### src/rtl/alu_pkg.sv
// Shared definitions for the nibble-serial ALU: function codes, FSM states,
// slice width and a helper that tells which functions run through the subtractor.
package alu_pkg;

    localparam int NIB_W = 4;

    localparam logic [2:0] FUNC_ADD = 3'b000;
    localparam logic [2:0] FUNC_SUB = 3'b001;
    localparam logic [2:0] FUNC_NOT = 3'b010;
    localparam logic [2:0] FUNC_AND = 3'b011;
    localparam logic [2:0] FUNC_OR  = 3'b100;
    localparam logic [2:0] FUNC_XOR = 3'b101;
    localparam logic [2:0] FUNC_SLT = 3'b110;
    localparam logic [2:0] FUNC_EQ  = 3'b111;

    typedef enum logic [1:0] {
        ST_IDLE = 2'b00,
        ST_RUN  = 2'b01,
        ST_DONE = 2'b10
    } state_t;

    // Compare ops are evaluated as an internal a-b, so they share the subtract path.
    function automatic logic uses_sub(input logic [2:0] func);
        return (func == FUNC_SUB) || (func == FUNC_SLT) || (func == FUNC_EQ);
    endfunction

endpackage

### src/rtl/alu4_slice.sv
// Combinational 4-bit ALU slice shared by every nibble pass.
// Exposes the carry into bit 3 so the top nibble can derive signed overflow.
module alu4_slice
    import alu_pkg::*;
(
    input  logic [3:0] a,
    input  logic [3:0] b,
    input  logic       cin,
    input  logic [2:0] func,
    output logic [3:0] y,
    output logic       cout,
    output logic       c3
);

    logic [3:0] b_eff_s;
    logic [4:0] sum_s;
    logic [3:0] low_s;

    // Slice arithmetic/logic evaluation; carry outputs are forced low for logic ops.
    always_comb begin
        b_eff_s = uses_sub(func) ? ~b : b;
        sum_s   = {1'b0, a} + {1'b0, b_eff_s} + {4'b0000, cin};
        low_s   = {1'b0, a[2:0]} + {1'b0, b_eff_s[2:0]} + {3'b000, cin};
        y       = 4'b0000;
        cout    = 1'b0;
        c3      = 1'b0;
        case (func)
            FUNC_ADD, FUNC_SUB, FUNC_SLT, FUNC_EQ: begin
                y    = sum_s[3:0];
                cout = sum_s[4];
                c3   = low_s[3];
            end
            FUNC_NOT: y = ~a;
            FUNC_AND: y = a & b;
            FUNC_OR:  y = a | b;
            FUNC_XOR: y = a ^ b;
            default:  y = 4'b0000;
        endcase
    end

endmodule

### src/rtl/alu_nibble_seq.sv
// Nibble-serial ALU controller: latches a request, walks the operands through
// one alu4_slice a nibble per clock, then presents a held response.
module alu_nibble_seq
    import alu_pkg::*;
#(
    parameter int NIBBLES = 4
) (
    input  logic                     clk,
    input  logic                     rst,
    input  logic                     req_valid,
    output logic                     req_ready,
    input  logic [2:0]               req_func,
    input  logic [NIB_W*NIBBLES-1:0] req_a,
    input  logic [NIB_W*NIBBLES-1:0] req_b,
    output logic                     rsp_valid,
    input  logic                     rsp_ready,
    output logic [NIB_W*NIBBLES-1:0] rsp_result,
    output logic                     rsp_cout,
    output logic                     rsp_overflow,
    output logic                     rsp_zero,
    output logic                     busy
);

    localparam int W     = NIB_W * NIBBLES;
    localparam int IDX_W = (NIBBLES > 1) ? $clog2(NIBBLES) : 1;
    localparam logic [IDX_W-1:0] LAST_IDX = IDX_W'(NIBBLES - 1);

    state_t           state_r;
    state_t           state_nx_s;
    logic [2:0]       func_r;
    logic [W-1:0]     a_r;
    logic [W-1:0]     b_r;
    logic [W-1:0]     res_r;
    logic [IDX_W-1:0] idx_r;
    logic             carry_r;

    logic [3:0]       a_nib_s;
    logic [3:0]       b_nib_s;
    logic [3:0]       y_s;
    logic             cout_s;
    logic             c3_s;
    logic             last_s;
    logic             ovf_s;
    logic [W-1:0]     word_s;
    logic [W-1:0]     final_s;
    logic             fin_cout_s;
    logic             fin_ovf_s;

    alu4_slice u_slice (
        .a    (a_nib_s),
        .b    (b_nib_s),
        .cin  (carry_r),
        .func (func_r),
        .y    (y_s),
        .cout (cout_s),
        .c3   (c3_s)
    );

    // Select the operand nibbles for the current pass.
    always_comb begin
        a_nib_s = a_r[idx_r*NIB_W +: NIB_W];
        b_nib_s = b_r[idx_r*NIB_W +: NIB_W];
        last_s  = (idx_r == LAST_IDX);
    end

    // Merge this pass into the word; on the top nibble this is the full result.
    always_comb begin
        word_s                         = res_r;
        word_s[idx_r*NIB_W +: NIB_W]   = y_s;
        ovf_s                          = c3_s ^ cout_s;
        final_s                        = word_s;
        fin_cout_s                     = cout_s;
        fin_ovf_s                      = ovf_s;
        case (func_r)
            FUNC_ADD, FUNC_SUB: final_s = word_s;
            FUNC_SLT: final_s = {{(W-1){1'b0}}, word_s[W-1] ^ ovf_s};
            FUNC_EQ:  final_s = {{(W-1){1'b0}}, (word_s == {W{1'b0}})};
            default: begin
                fin_cout_s = 1'b0;
                fin_ovf_s  = 1'b0;
            end
        endcase
    end

    // FSM state register.
    always_ff @(posedge clk) begin
        if (!rst) begin
            state_r <= ST_IDLE;
        end else begin
            state_r <= state_nx_s;
        end
    end

    // FSM next-state logic.
    always_comb begin
        state_nx_s = state_r;
        case (state_r)
            ST_IDLE: begin
                if (req_valid) state_nx_s = ST_RUN;
                else           state_nx_s = ST_IDLE;
            end
            ST_RUN: begin
                if (last_s) state_nx_s = ST_DONE;
                else        state_nx_s = ST_RUN;
            end
            ST_DONE: begin
                if (rsp_ready) state_nx_s = ST_IDLE;
                else           state_nx_s = ST_DONE;
            end
            default: state_nx_s = ST_IDLE;
        endcase
    end

    // FSM outputs decoded from the state register.
    always_comb begin
        req_ready = 1'b0;
        busy      = 1'b1;
        case (state_r)
            ST_IDLE: begin
                req_ready = 1'b1;
                busy      = 1'b0;
            end
            ST_RUN, ST_DONE: begin
                req_ready = 1'b0;
                busy      = 1'b1;
            end
            default: begin
                req_ready = 1'b0;
                busy      = 1'b1;
            end
        endcase
    end

    // Operand latches, carry chain, result accumulation and response registers.
    always_ff @(posedge clk) begin
        if (!rst) begin
            func_r       <= 3'b000;
            a_r          <= {W{1'b0}};
            b_r          <= {W{1'b0}};
            res_r        <= {W{1'b0}};
            idx_r        <= {IDX_W{1'b0}};
            carry_r      <= 1'b0;
            rsp_valid    <= 1'b0;
            rsp_result   <= {W{1'b0}};
            rsp_cout     <= 1'b0;
            rsp_overflow <= 1'b0;
            rsp_zero     <= 1'b0;
        end else begin
            case (state_r)
                ST_IDLE: begin
                    if (req_valid) begin
                        func_r  <= req_func;
                        a_r     <= req_a;
                        b_r     <= req_b;
                        res_r   <= {W{1'b0}};
                        idx_r   <= {IDX_W{1'b0}};
                        carry_r <= uses_sub(req_func);
                    end
                end
                ST_RUN: begin
                    res_r   <= word_s;
                    carry_r <= cout_s;
                    idx_r   <= idx_r + 1'b1;
                    if (last_s) begin
                        rsp_valid    <= 1'b1;
                        rsp_result   <= final_s;
                        rsp_cout     <= fin_cout_s;
                        rsp_overflow <= fin_ovf_s;
                        rsp_zero     <= (final_s == {W{1'b0}});
                    end
                end
                ST_DONE: begin
                    if (rsp_ready) rsp_valid <= 1'b0;
                end
                default: rsp_valid <= 1'b0;
            endcase
        end
    end

endmodule

### config.mk
export PLATFORM = sky130hd
export DESIGN_NAME = alu_nibble_seq
export DESIGN_NICKNAME = d
export VERILOG_FILES = /design/src/rtl/alu_pkg.sv /design/src/rtl/alu4_slice.sv /design/src/rtl/alu_nibble_seq.sv
export SDC_FILE = /design/constraint.sdc
export NUM_CORES = 1
export LEC_CHECK = 0
export BUFFER_PORTS_ARGS = -buffer_cell sky130_fd_sc_hd__buf_2
export CAP_MARGIN = 10
export CELL_PAD_IN_SITES_DETAIL_PLACEMENT = 1
export CELL_PAD_IN_SITES_GLOBAL_PLACEMENT = 2
export CORE_MARGIN = 5
export CORE_UTILIZATION = 33
export DETAILED_ROUTE_END_ITERATION = 16
export PLACE_DENSITY_LB_ADDON = 0.1
export SLEW_MARGIN = 20
export SYNTH_ARGS = -nofsm -noshare
export SYNTH_HDL_FRONTEND = slang
export SYNTH_HIERARCHICAL = 1
export SYNTH_SLANG_ARGS = --single-unit
### constraint.sdc
create_clock -name clk -period 5.15 [get_ports clk]
set_input_delay 1.03 -clock clk [delete_from_list [all_inputs] [get_ports clk]]
set_output_delay 1.03 -clock clk [all_outputs]
set_load 0.1 [all_outputs]
# Word level (Yosys, flattened, before mapping)
# Cells that the tools add are included.
[classes]
n_eq_ne = 16
magnitude_cmp = 0
n_bitwise = 8
addsub = 6
multipliers = 0
shifts = 4
div = 0
n_reduce_logical = 14
mux = 23
[op_table]
columns = ["operator", "count"]
rows = [
  ["16-bit case mux with 2 select lines", 2],
  ["4-bit negator with 34-bit output", 1],
  ["4-bit by 34-bit variable shift with 16-bit output (first input constant)", 1],
  ["4-bit by 34-bit indexed part select with 16-bit output", 1],
  ["16-bit zero test", 2],
  ["16-bit by 5-bit indexed part select with 4-bit output", 2],
  ["4-bit case mux with 5 select lines", 1],
  ["3-bit equality test (second input constant)", 6],
  ["16-bit bitwise mux", 1],
  ["16-bit 2-to-1 mux", 1],
  ["1-bit 2-to-1 mux", 10],
  ["4-bit NOT", 2],
  ["3-bit by 1-bit equality test with 1-bit output (second input constant)", 2],
  ["3-bit by 2-bit equality test with 1-bit output (second input constant)", 2],
  ["2-bit 2-to-1 mux", 3],
  ["2-bit inequality test (second input constant)", 3],
  ["2-bit case mux with 3 select lines", 1],
  ["2-bit AND reduction", 3],
  ["4-bit by 4-bit adder with 5-bit output", 1],
  ["5-bit by 1-bit adder with 5-bit output", 1],
  ["3-bit by 3-bit adder with 4-bit output", 1],
  ["4-bit by 1-bit adder with 4-bit output", 1],
  ["4-bit AND", 1],
  ["2-bit equality test (second input constant)", 2],
  ["other kinds (16)", 20],
]
[totals]
ff_bits = 76
ramBits = 0
romBits = 0
wordCells = 83
n_memories = 0
output_inout_bits = 22
latchBits = 0
in_bits = 39

# Logic depth before layout (Yosys ltp)
# Gate-level depths: netlist of the first run.
[logic_depth]
word_depth = 12
depth_mapped = 18
ltp_nobuf = 16

# By module
# Netlist of the first run, hierarchy kept.
[modules_own_cells]
columns = ["mod", "area_each_um2", "cells_each", "instances", "seq_area_each_um2"]
rows = [
  ["alu_nibble_seq", 3410.8, 420, 1, 1521.5],
  ["alu4_slice", 554.3, 78, 1, 0.0],
]

# Worst setup path after synthesis of the first run
# Ideal clock, no wire load.
[synth_path]
path_kind = "reg2reg"
startpoint = "register idx_r[0]"
endpoint = "register rsp_zero"
path_slack_ps = 1190
arrival_ps = 3880
t_required_ps = 5070
setup_ps = 80
n_path_buf = 3
period_less_slack_ps = 3960
path_stages_with_launch = 18
path_cell_list = "dfxtp_1 buf_6 buf_2 mux4_2 inv_1 xnor2_1 fa_1 fa_1 xnor2_1 nor2_1 a211oi_1 a21oi_1 buf_2 a31oi_1 o2111ai_1 nor4_2 a21oi_1 a211oi_2"
[synth_via]
elab_chain_len = 11
elab_cells_between_ends = 26
classes_between = "add/sub (5); eq/ne (1); shift (4); mux (6); bitwise (7); reduce/logical (3)"
[synth_lines]
columns = ["item", "line", "source"]
rows = [
  ["from (decl)", "alu_nibble_seq.sv:34", "logic [IDX_W-1:0] idx_r;"],
  ["from (signal assigned)", "alu_nibble_seq.sv:141", "idx_r <= {IDX_W{1'b0}};"],
  ["from (signal assigned)", "alu_nibble_seq.sv:156", "idx_r <= {IDX_W{1'b0}};"],
  ["from (signal assigned)", "alu_nibble_seq.sv:163", "idx_r <= idx_r + 1'b1;"],
  ["16-bit by 5-bit indexed part select with 4-bit output (*)", "alu_nibble_seq.sv:62", "b_nib_s = b_r[idx_r*NIB_W +: NIB_W];"],
  ["via b_nib_s[0]", "alu_nibble_seq.sv:38", "logic [3:0] b_nib_s;"],
  ["4-bit NOT", "alu4_slice.sv:21", "b_eff_s = uses_sub(func) ? ~b : b;"],
  ["4-bit 2-to-1 mux (*)", "alu4_slice.sv:21", ""],
  ["4-bit by 4-bit adder with 5-bit output (*)", "alu4_slice.sv:22", "sum_s = {1'b0, a} + {1'b0, b_eff_s} + {4'b0000, cin};"],
  ["5-bit by 1-bit adder with 5-bit output (*)", "alu4_slice.sv:22", ""],
  ["4-bit case mux with 5 select lines (*)", "alu4_slice.sv:27", "case (func)"],
  ["via y_s[2]", "alu_nibble_seq.sv:39", "logic [3:0] y_s;"],
  ["4-bit by 34-bit indexed part select with 16-bit output (*)", "alu_nibble_seq.sv:69", "word_s[idx_r*NIB_W +: NIB_W] = y_s;"],
  ["16-bit bitwise mux (*)", "alu_nibble_seq.sv:69", ""],
  ["16-bit zero test / 1-bit XOR (equally long branches)", "alu_nibble_seq.sv:77, alu_nibble_seq.sv:76", ""],
  ["16-bit case mux with 2 select lines (*)", "alu_nibble_seq.sv:74", "case (func_r)"],
  ["16-bit zero test (*)", "alu_nibble_seq.sv:169", "rsp_zero <= (final_s == {W{1'b0}});"],
  ["to (signal assigned)", "alu_nibble_seq.sv:169", ""],
  ["to (decl)", "alu_nibble_seq.sv:20", "output logic rsp_zero,"],
]
# The timed path passes the listed nets; every way through them passes the cells marked *.
# A chain may end at the register's enable or synchronous reset.

# Worst setup path after layout of the first run
# Same ends and word-level chain as after synthesis.

==> results of run 1 <==
## routing by layer
layer | up-vias | GRT usage
li1 | 1791 | -
met1 | 1725 | 0.233
met2 | 81 | 0.254
met3 | 20 | 0.0358
met4 | 0 | 0.0752
met5 | - | 0
## worst min-delay path, cell delays in order (launching register included)
cell,delay [ns]
dfxtp_1,0.30
nand2_1,0.05
a21oi_1,0.05
## final timing paths
| path | from | depth (start not counted) | to | slack (ns) |
|---|---|---|---|---|
| min reg2reg | rsp_cout | 2 | rsp_cout | 0.45 |
| max reg2reg | idx_r[0] | 15 | rsp_zero | 0.50 |
| min | rsp_cout | 2 | rsp_cout | 0.45 |
| max | idx_r[0] | 15 | rsp_zero | 0.50 |
## through the flow
step | cells | hold WS [ns]
2_1_floorplan | 498 | 0.433
3_3_place_gp | 678 | 0.437
3_5_place_dp | 678 | 0.441
4_1_cts | 694 | 0.449
5_1_grt | 694 | 0.480
6_report | 694 | 0.449
## registers in the layout, indices dropped and copies added, names as in the netlist
register,flops
a_r,16
b_r,16
res_r,16
rsp_result,16
func_r,3
idx_r,2
state_r,2
carry_r,1
rsp_cout,1
rsp_overflow,1
rsp_valid,1
rsp_zero,1
## area by class of cell
type                       count  area (um^2)
multi-input combinational    369         2210
clock inverter                 3         43.8
tap                          147          184
timing repair buffer          69          368
inverter                      17         63.8
fill                        1468         7260
sequential                    76         1520
clock buffer                  13          260
## placed cells by master, fill, tap and decap left out, drive strengths merged, types with 8 or more instances in the layout
master  count
nand2      99
dfxtp      76
a21oi      70
buf        69
nor2       61
inv        18
ha         17
nor2b      14
clkbuf     13
o21ai      10
nand3      10
a31oi       9
mux4        8
a32oi       8
## kinds of logic after synthesis
logic type	synth area share
compound gates	0.187
xor+xnor	0.0218
fa+ha+maj	0.0637
buf+inv	0.0584
flops	0.384
mux	0.0590
simple gates	0.226
## where the power goes
part	switching [uW]	internal, uW	total (uW)
clock	250	403	653
sequential	20.0	610	630
combinational	173	99.4	272
==> key figures, run 1 <==
Finish
  • Antenna fix cells: 0
  • Area grow syn2layout: 17.4%
  • Final Util: 0.391
  • Share of layout cells above drive strength 1: 0.185
  • Finished Cell Area: 4650 um^2
  • Final nets: 600

Logic synthesis
  • Synth area leaders: dfxtp_1, nand2_1, a21oi_1, nor2_1, ha_1
  • Post-synth ARST share: 0
  • Post-Syn Area per Cell: about 8.0 um^2
  • Mapped Area: just under 4000 um^2
  • Net Count, Synth: 556
  • Yosys warns: 6
  • Top cell type's share of synthesized area: 0.384
  • Ys flop type: dfxtp_1
  • Post-synth cell types: 52
  • Post-synth EDFFs: 0
  • Synth Instances: 498
  • FF+latch count, synth: between 70 and 80
  • Cell taking the most area after synthesis: dfxtp_1
  • Top-count cell post-synth: nand2_1
  • Synth cell count leaders: nand2_1, dfxtp_1, a21oi_1
  • Seq/Total Area, Yosys: 0.384

Setup path
  • CP Data Arrival Time: 4.92 ns
  • Crit path required time: roughly 5.4 ns
  • Worst path top cell family by delay: compound AO/OA/AOI/OAI gates
  • Setup crit end kind: flip-flop
  • CP max FO: 9
  • CP Launch Type: flip-flop
  • Crit Path Category: reg -> reg
  • Worst path slowest cell: a21oi_1
  • CP max stage delay: 0.68 ns
  • Buf/Inv on CP: 1
  • CP cell instances: mux4_2, inv_1, xnor2_1, fa_1, fa_1, xnor2_1, nand2_1, o21ai_0, a21oi_1, nor2_1, a2111oi_2, nor2_1, and4_4, a21o_1, a211oi_2

Routing
  • Top Metal Used: met4
  • Vias per cell: between 5 and 6
  • Post-DRT Antenna Nets: 0
  • Met1 WL: 5730 um
  • DRT iter0 DRCs: between 200 and 250
  • Met3 Routed Length: approximately 520 um
  • Routed WL: roughly 12000 um
  • Vias: between 3000 and 4000
  • Post-DR wirelength/cell: ~17 um
  • Metal2 WL: roughly 5100 um
  • Remaining DRCs: 0
  • Count of TritonRoute iterations in the first routing pass: 4

Floorplan
  • Die area: roughly 14000 um^2
  • IO Pins: slightly above 60
  • Total core area: between 10000 and 15000 um^2
  • Die H: between 100 and 150 um
  • Row Count: 40
  • Chip width: 120 um
  • Initial core utilization: 0.333

Placement
  • Hpwl dp: roughly 8500 um
  • Dpl ws: between 0.5 and 0.6 ns
  • Gpl congestion: roughly 0.84
  • Placed Area: 4350 um^2
  • IO Port Bufs: 60

Timing
  • # setup viols final: 0
  • Setup TNS: 0 ns
  • Actual slew at the worst max-slew pin: 0.834 ns
  • Min cycle time layout: 4.65 ns
  • Fin. Hold Viols: 0
  • Worst Setup Slack, final: around 0.5 ns
  • Relative slew margins: 0.443
  • Fin. max-slew vios: 0
  • Setup Skew: 0.00757 ns
  • RSZ-0062 raised after global routing: false
  • Max Clk Rate: around 0.21 GHz
  • Final period util: 0.903

Flow run
  • Maxcap violations: 0

Clock network
  • CTS root buf: clkbuf_16
  • Total CTS buffers: 9
  • Post_cts resized: 0
  • Clk sinks: 76
  • CTS tree: done
  • Post-CTS setup buffers: 0
  • Hold Buf Count CTS: 0
  • Clock slew at reported path FFs: about 0.060 ns
  • CTS H-tree lvls: 3
  • Clk_lat worst skew: about 0.35 ns
  • Worst-case clock buffer depth: 2

Global routing
  • Largest net degree at the start of global routing: 46
  • Grt ovf: 0
  • Initial antenna violation count: 0
  • Vias in the first global route: about 3700
  • First-pass GRT wire length: approximately 19000 um
  • Overall Global Routing Usage: 0.169

Hold path
  • Worst min path class: reg -> reg

Power and ir drop
  • Maximum vdd drop: ~0.18 mV
  • Total power density per cell area: 334 nW/um^2
  • Static Leakage: about 0.0019 uW
  • Total power: approximately 1600 uW

Outcome
  • Outcome: completed
No activity file was read; power rests on OpenSTA's default activity.
==> inputs of run 2 (changes only) <==
- ABC_AREA: not set -> 1
- CORE_MARGIN: 5 -> 2
- CORE_UTILIZATION: 33 -> 31
==> run 2 against run 1 <==
  * Sequential share of layout area fell by 1.8 points
  * First-iteration DRC count fell by 4.1%
  * Sequential power rose by 2%
  * Clock-buffer cell count fell by 2
  * Power rose by 16%
  * Sequential cell count did not move
  * Via count rose by 14%
  * Critical path type unchanged
  * Largest cell class unchanged
==> key figures, run 2 <==
Outcome
  • Outcome: completed

Timing
  • # setup viols final: 0 (unchanged)
  • Max Clk Rate: 0.258 GHz (+20%)
  • Setup Skew: 0.0100 ns (+0.00248 ns)
  • Fin. Hold Viols: 0 (unchanged)
  • Actual slew at the worst max-slew pin: 0.891 ns (+0.0577 ns)
  • Setup TNS: 0 ns (unchanged)
  • Worst Setup Slack, final: 1.27 ns (+0.770 ns)
  • Hold Slack: 0.467 ns (+0.0180 ns)
  • Relative slew margins: 0.405 (-0.0378)
  • Fin. max-slew vios: 0 (unchanged)
  • Min cycle time layout: 3.88 ns (-0.770 ns)
  • RSZ-0062 raised after global routing: false
  • Final period util: 0.754 (-0.150)

Global routing
  • Initial antenna violation count: 0 (unchanged)
  • Largest net degree at the start of global routing: 56 (+22%)
  • Overall Global Routing Usage: 0.196 (+0.0272)
  • First-pass GRT wire length: 22100 um (+15%)
  • Grt ovf: 0 (unchanged)
  • Vias in the first global route: 4201 (+14%)

Routing
  • Remaining DRCs: 0 (unchanged)
  • Post-DRT Antenna Nets: 0 (unchanged)
  • Post-DR wirelength/cell: 15.7 um (-5.2%)
  • Count of TritonRoute iterations in the first routing pass: 4 (unchanged)
  • Vias per cell: 4.88 (-6.3%)
  • DRT iter0 DRCs: 213 (-4.1%)
  • Vias: 4140 (+14%)
  • Routed WL: 13400 um (+16%)

Floorplan
  • Total core area: 13200 um^2 (+11%)
  • Initial core utilization: 0.316 (-0.0166)
  • IO Pins: 61 (unchanged)
  • Die H: 120 um (+0.32%)
  • Chip width: 120 um (+0.32%)
  • Row Count: 42 (+5.0%)
  • Die area: 14400 um^2 (+0.65%)

Finish
  • Most common cell after layout, fill and taps aside: nor2_1
  • Fill count: 1715 (+17%)
  • Final nets: 725 (+21%)
  • Area grow syn2layout: 18.1%
  • Final Util: 0.373 (-0.0173)
  • Antenna fix cells: 0 (unchanged)
  • Most frequent cells in the layout: nor2_1, nand2_1, dfxtp_1
  • Share of layout cells above drive strength 1: 0.147 (-0.0373)

Logic synthesis
  • Post-Syn Area per Cell: 6.70 um^2 (-16%)
  • Post-synth cell types: 36 (-31%)
  • Yosys warns: 6 (unchanged)
  • Mapped Area: 4170 um^2 (+5.2%)
  • Ys flop type: dfxtp_1
  • Post-synth ARST share: 0 (unchanged)
  • Net Count, Synth: 681 (+22%)
  • FF+latch count, synth: 76 (unchanged)
  • Synth Instances: 623 (+25%)
  • Top-count cell post-synth: nor2_1
  • Seq/Total Area, Yosys: 0.365 (-0.0190)
  • Cell taking the most area after synthesis: dfxtp_1
  • Post-synth EDFFs: 0 (unchanged)
  • Top cell type's share of synthesized area: 0.365 (-0.0190)
  • Synth area leaders: dfxtp_1, nor2_1, nand2_1, o21ai_0, a21oi_1
  • Synth cell count leaders: nor2_1, nand2_1, dfxtp_1

Hold path
  • Worst min path class: reg -> reg
  • Min-Delay Path Depth: 2 (unchanged)

Power and ir drop
  • Maximum vdd drop: 0.165 mV (-7.4%)
  • Total power: 1800 uW (+16%)
  • Internal: 1240 uW (+11%)
  • Clock Power Share: 0.414 (-0.006)
  • Switching fraction of total power: 0.313 (+0.0285)
  • P_sw: 564 uW (+27%)
  • Share of power burned in registers: 0.356 (-0.049)
  • Total power density per cell area: 366 nW/um^2 (+9.4%)
  • Logic pwr share: 0.230 (+0.055)
  • Static Leakage: 0.00223 uW (+19%)

Setup path
  • R2R cell count: 19 (+4)
  • CP Launch Type: flip-flop
  • Setup crit end kind: flip-flop
  • Crit path required time: 5.39 ns (-0.03 ns)
  • CP Data Arrival Time: 4.12 ns (-0.80 ns)
  • CP max FO: 13 (+4)
  • Crit Path Category: reg -> reg

Clock network
  • Hold Buf Count CTS: 0 (unchanged)
  • Worst-case clock buffer depth: 2 (unchanged)
  • CTS root buf: clkbuf_16
  • Total CTS buffers: 9 (unchanged)
  • Post-CTS setup buffers: 0 (unchanged)
  • CTS H-tree lvls: 3 (unchanged)
  • Clock slew at reported path FFs: 0.06 ns (about the same)
  • Clk_lat worst skew: 0.34 ns (about the same)
  • Clk sinks: 76 (unchanged)
  • Post_cts resized: 0 (unchanged)
  • CTS tree: done

Placement
  • Gpl congestion: 0.796 (-4.9%)
  • Hpwl dp: 9910 um (+17%)
  • Dpl ws: 1.33 ns (+0.826 ns)
  • IO Port Bufs: 60 (unchanged)

Flow run
  • Maxcap violations: 0 (unchanged)
run 2: cell types whose count changed after synthesis, moves of 8 or more:
| cell | before | now |
|---|---|---|
| o22ai_1 | 0 | 8 |
| o21bai_1 | 0 | 10 |
| inv_1 | 17 | 46 |
| o21ai_0 | 10 | 68 |
| a21oi_1 | 70 | 48 |
| nor2_1 | 61 | 146 |
| nand3_1 | 10 | 23 |
| a32oi_1 | 8 | 0 |
| nor2b_1 | 14 | 0 |
| mux4_2 | 8 | 0 |
| a31oi_1 | 9 | 1 |
run 2: worst paths after layout:
kind / from / slack [ns] / to
min: res_r[9] / 0.47 / res_r[9]
max reg2reg: idx_r[1] / 1.27 / rsp_result[0]
min reg2reg: res_r[9] / 0.47 / res_r[9]
max: idx_r[1] / 1.27 / rsp_result[0]
run 2: critical path: stages, from the launching register on:
cell and delay, ns:
dfxtp_1 0.46, inv_1 0.37, o21ai_0 0.17, o22ai_1 0.40, xor2_1 0.15, fa_1 0.45, fa_1 0.41, nand2_1 0.11
a21oi_1 0.07, nor2_1 0.10, nor2_1 0.11, xnor2_1 0.17, inv_1 0.09, or2_1 0.24, nand3_1 0.08, nand2_1 0.07
nor2_1 0.15, nand2_1 0.08, nand2_1 0.08, inv_1 0.03
run 2: power groups by stage:
stage | Clock (uW) | Sequential, uW | Combinational, uW
after floorplan | 0 | 649 | 294
after global placement | 0 | 653 | 403
after detailed placement | 0 | 654 | 414
after CTS | 766 | 641 | 416
after global routing | 793 | 645 | 471
final | 746 | 641 | 413
run 2: logic make-up after synthesis:
logic type	count (synthesis)	share of synthesized area
adder cells (fa/ha/maj)	19	0.0606
XOR/XNOR	5	0.0105
AND/OR/NAND/NOR	300	0.303
AO/OA/AOI/OAI	140	0.179
flip-flops	76	0.365
buffers and inverters	83	0.0828
run 2: cell type report:
| class | count | area [um^2] | share of cell area |
|---|---|---|---|
| Sequential cell | 76 | 1520 | 0.309 |
| Timing Repair Buffer | 64 | 330 | 0.0671 |
| Multi-Input combinational cell | 464 | 2300 | 0.468 |
| Clock inverter | 5 | 108 | 0.0218 |
| Clock buffer | 11 | 243 | 0.0493 |
| Inverter | 52 | 198 | 0.0401 |
| Tap cell | 176 | 220 | 0.0447 |
run 2: through the flow:
step | instance area (um^2) | instances
2_1_floorplan | 4170 | 623
3_5_place_dp | 4570 | 832
3_3_place_gp | 4570 | 832
6_report | 4920 | 848
4_1_cts | 4920 | 848
5_1_grt | 4920 | 848
run 2: routing by layer:
metal  part of all wire  GRT usage
met3              0.029     0.0280
met1               0.52      0.282
met5                  0          0
met4              0.015     0.0669
met2               0.43      0.299
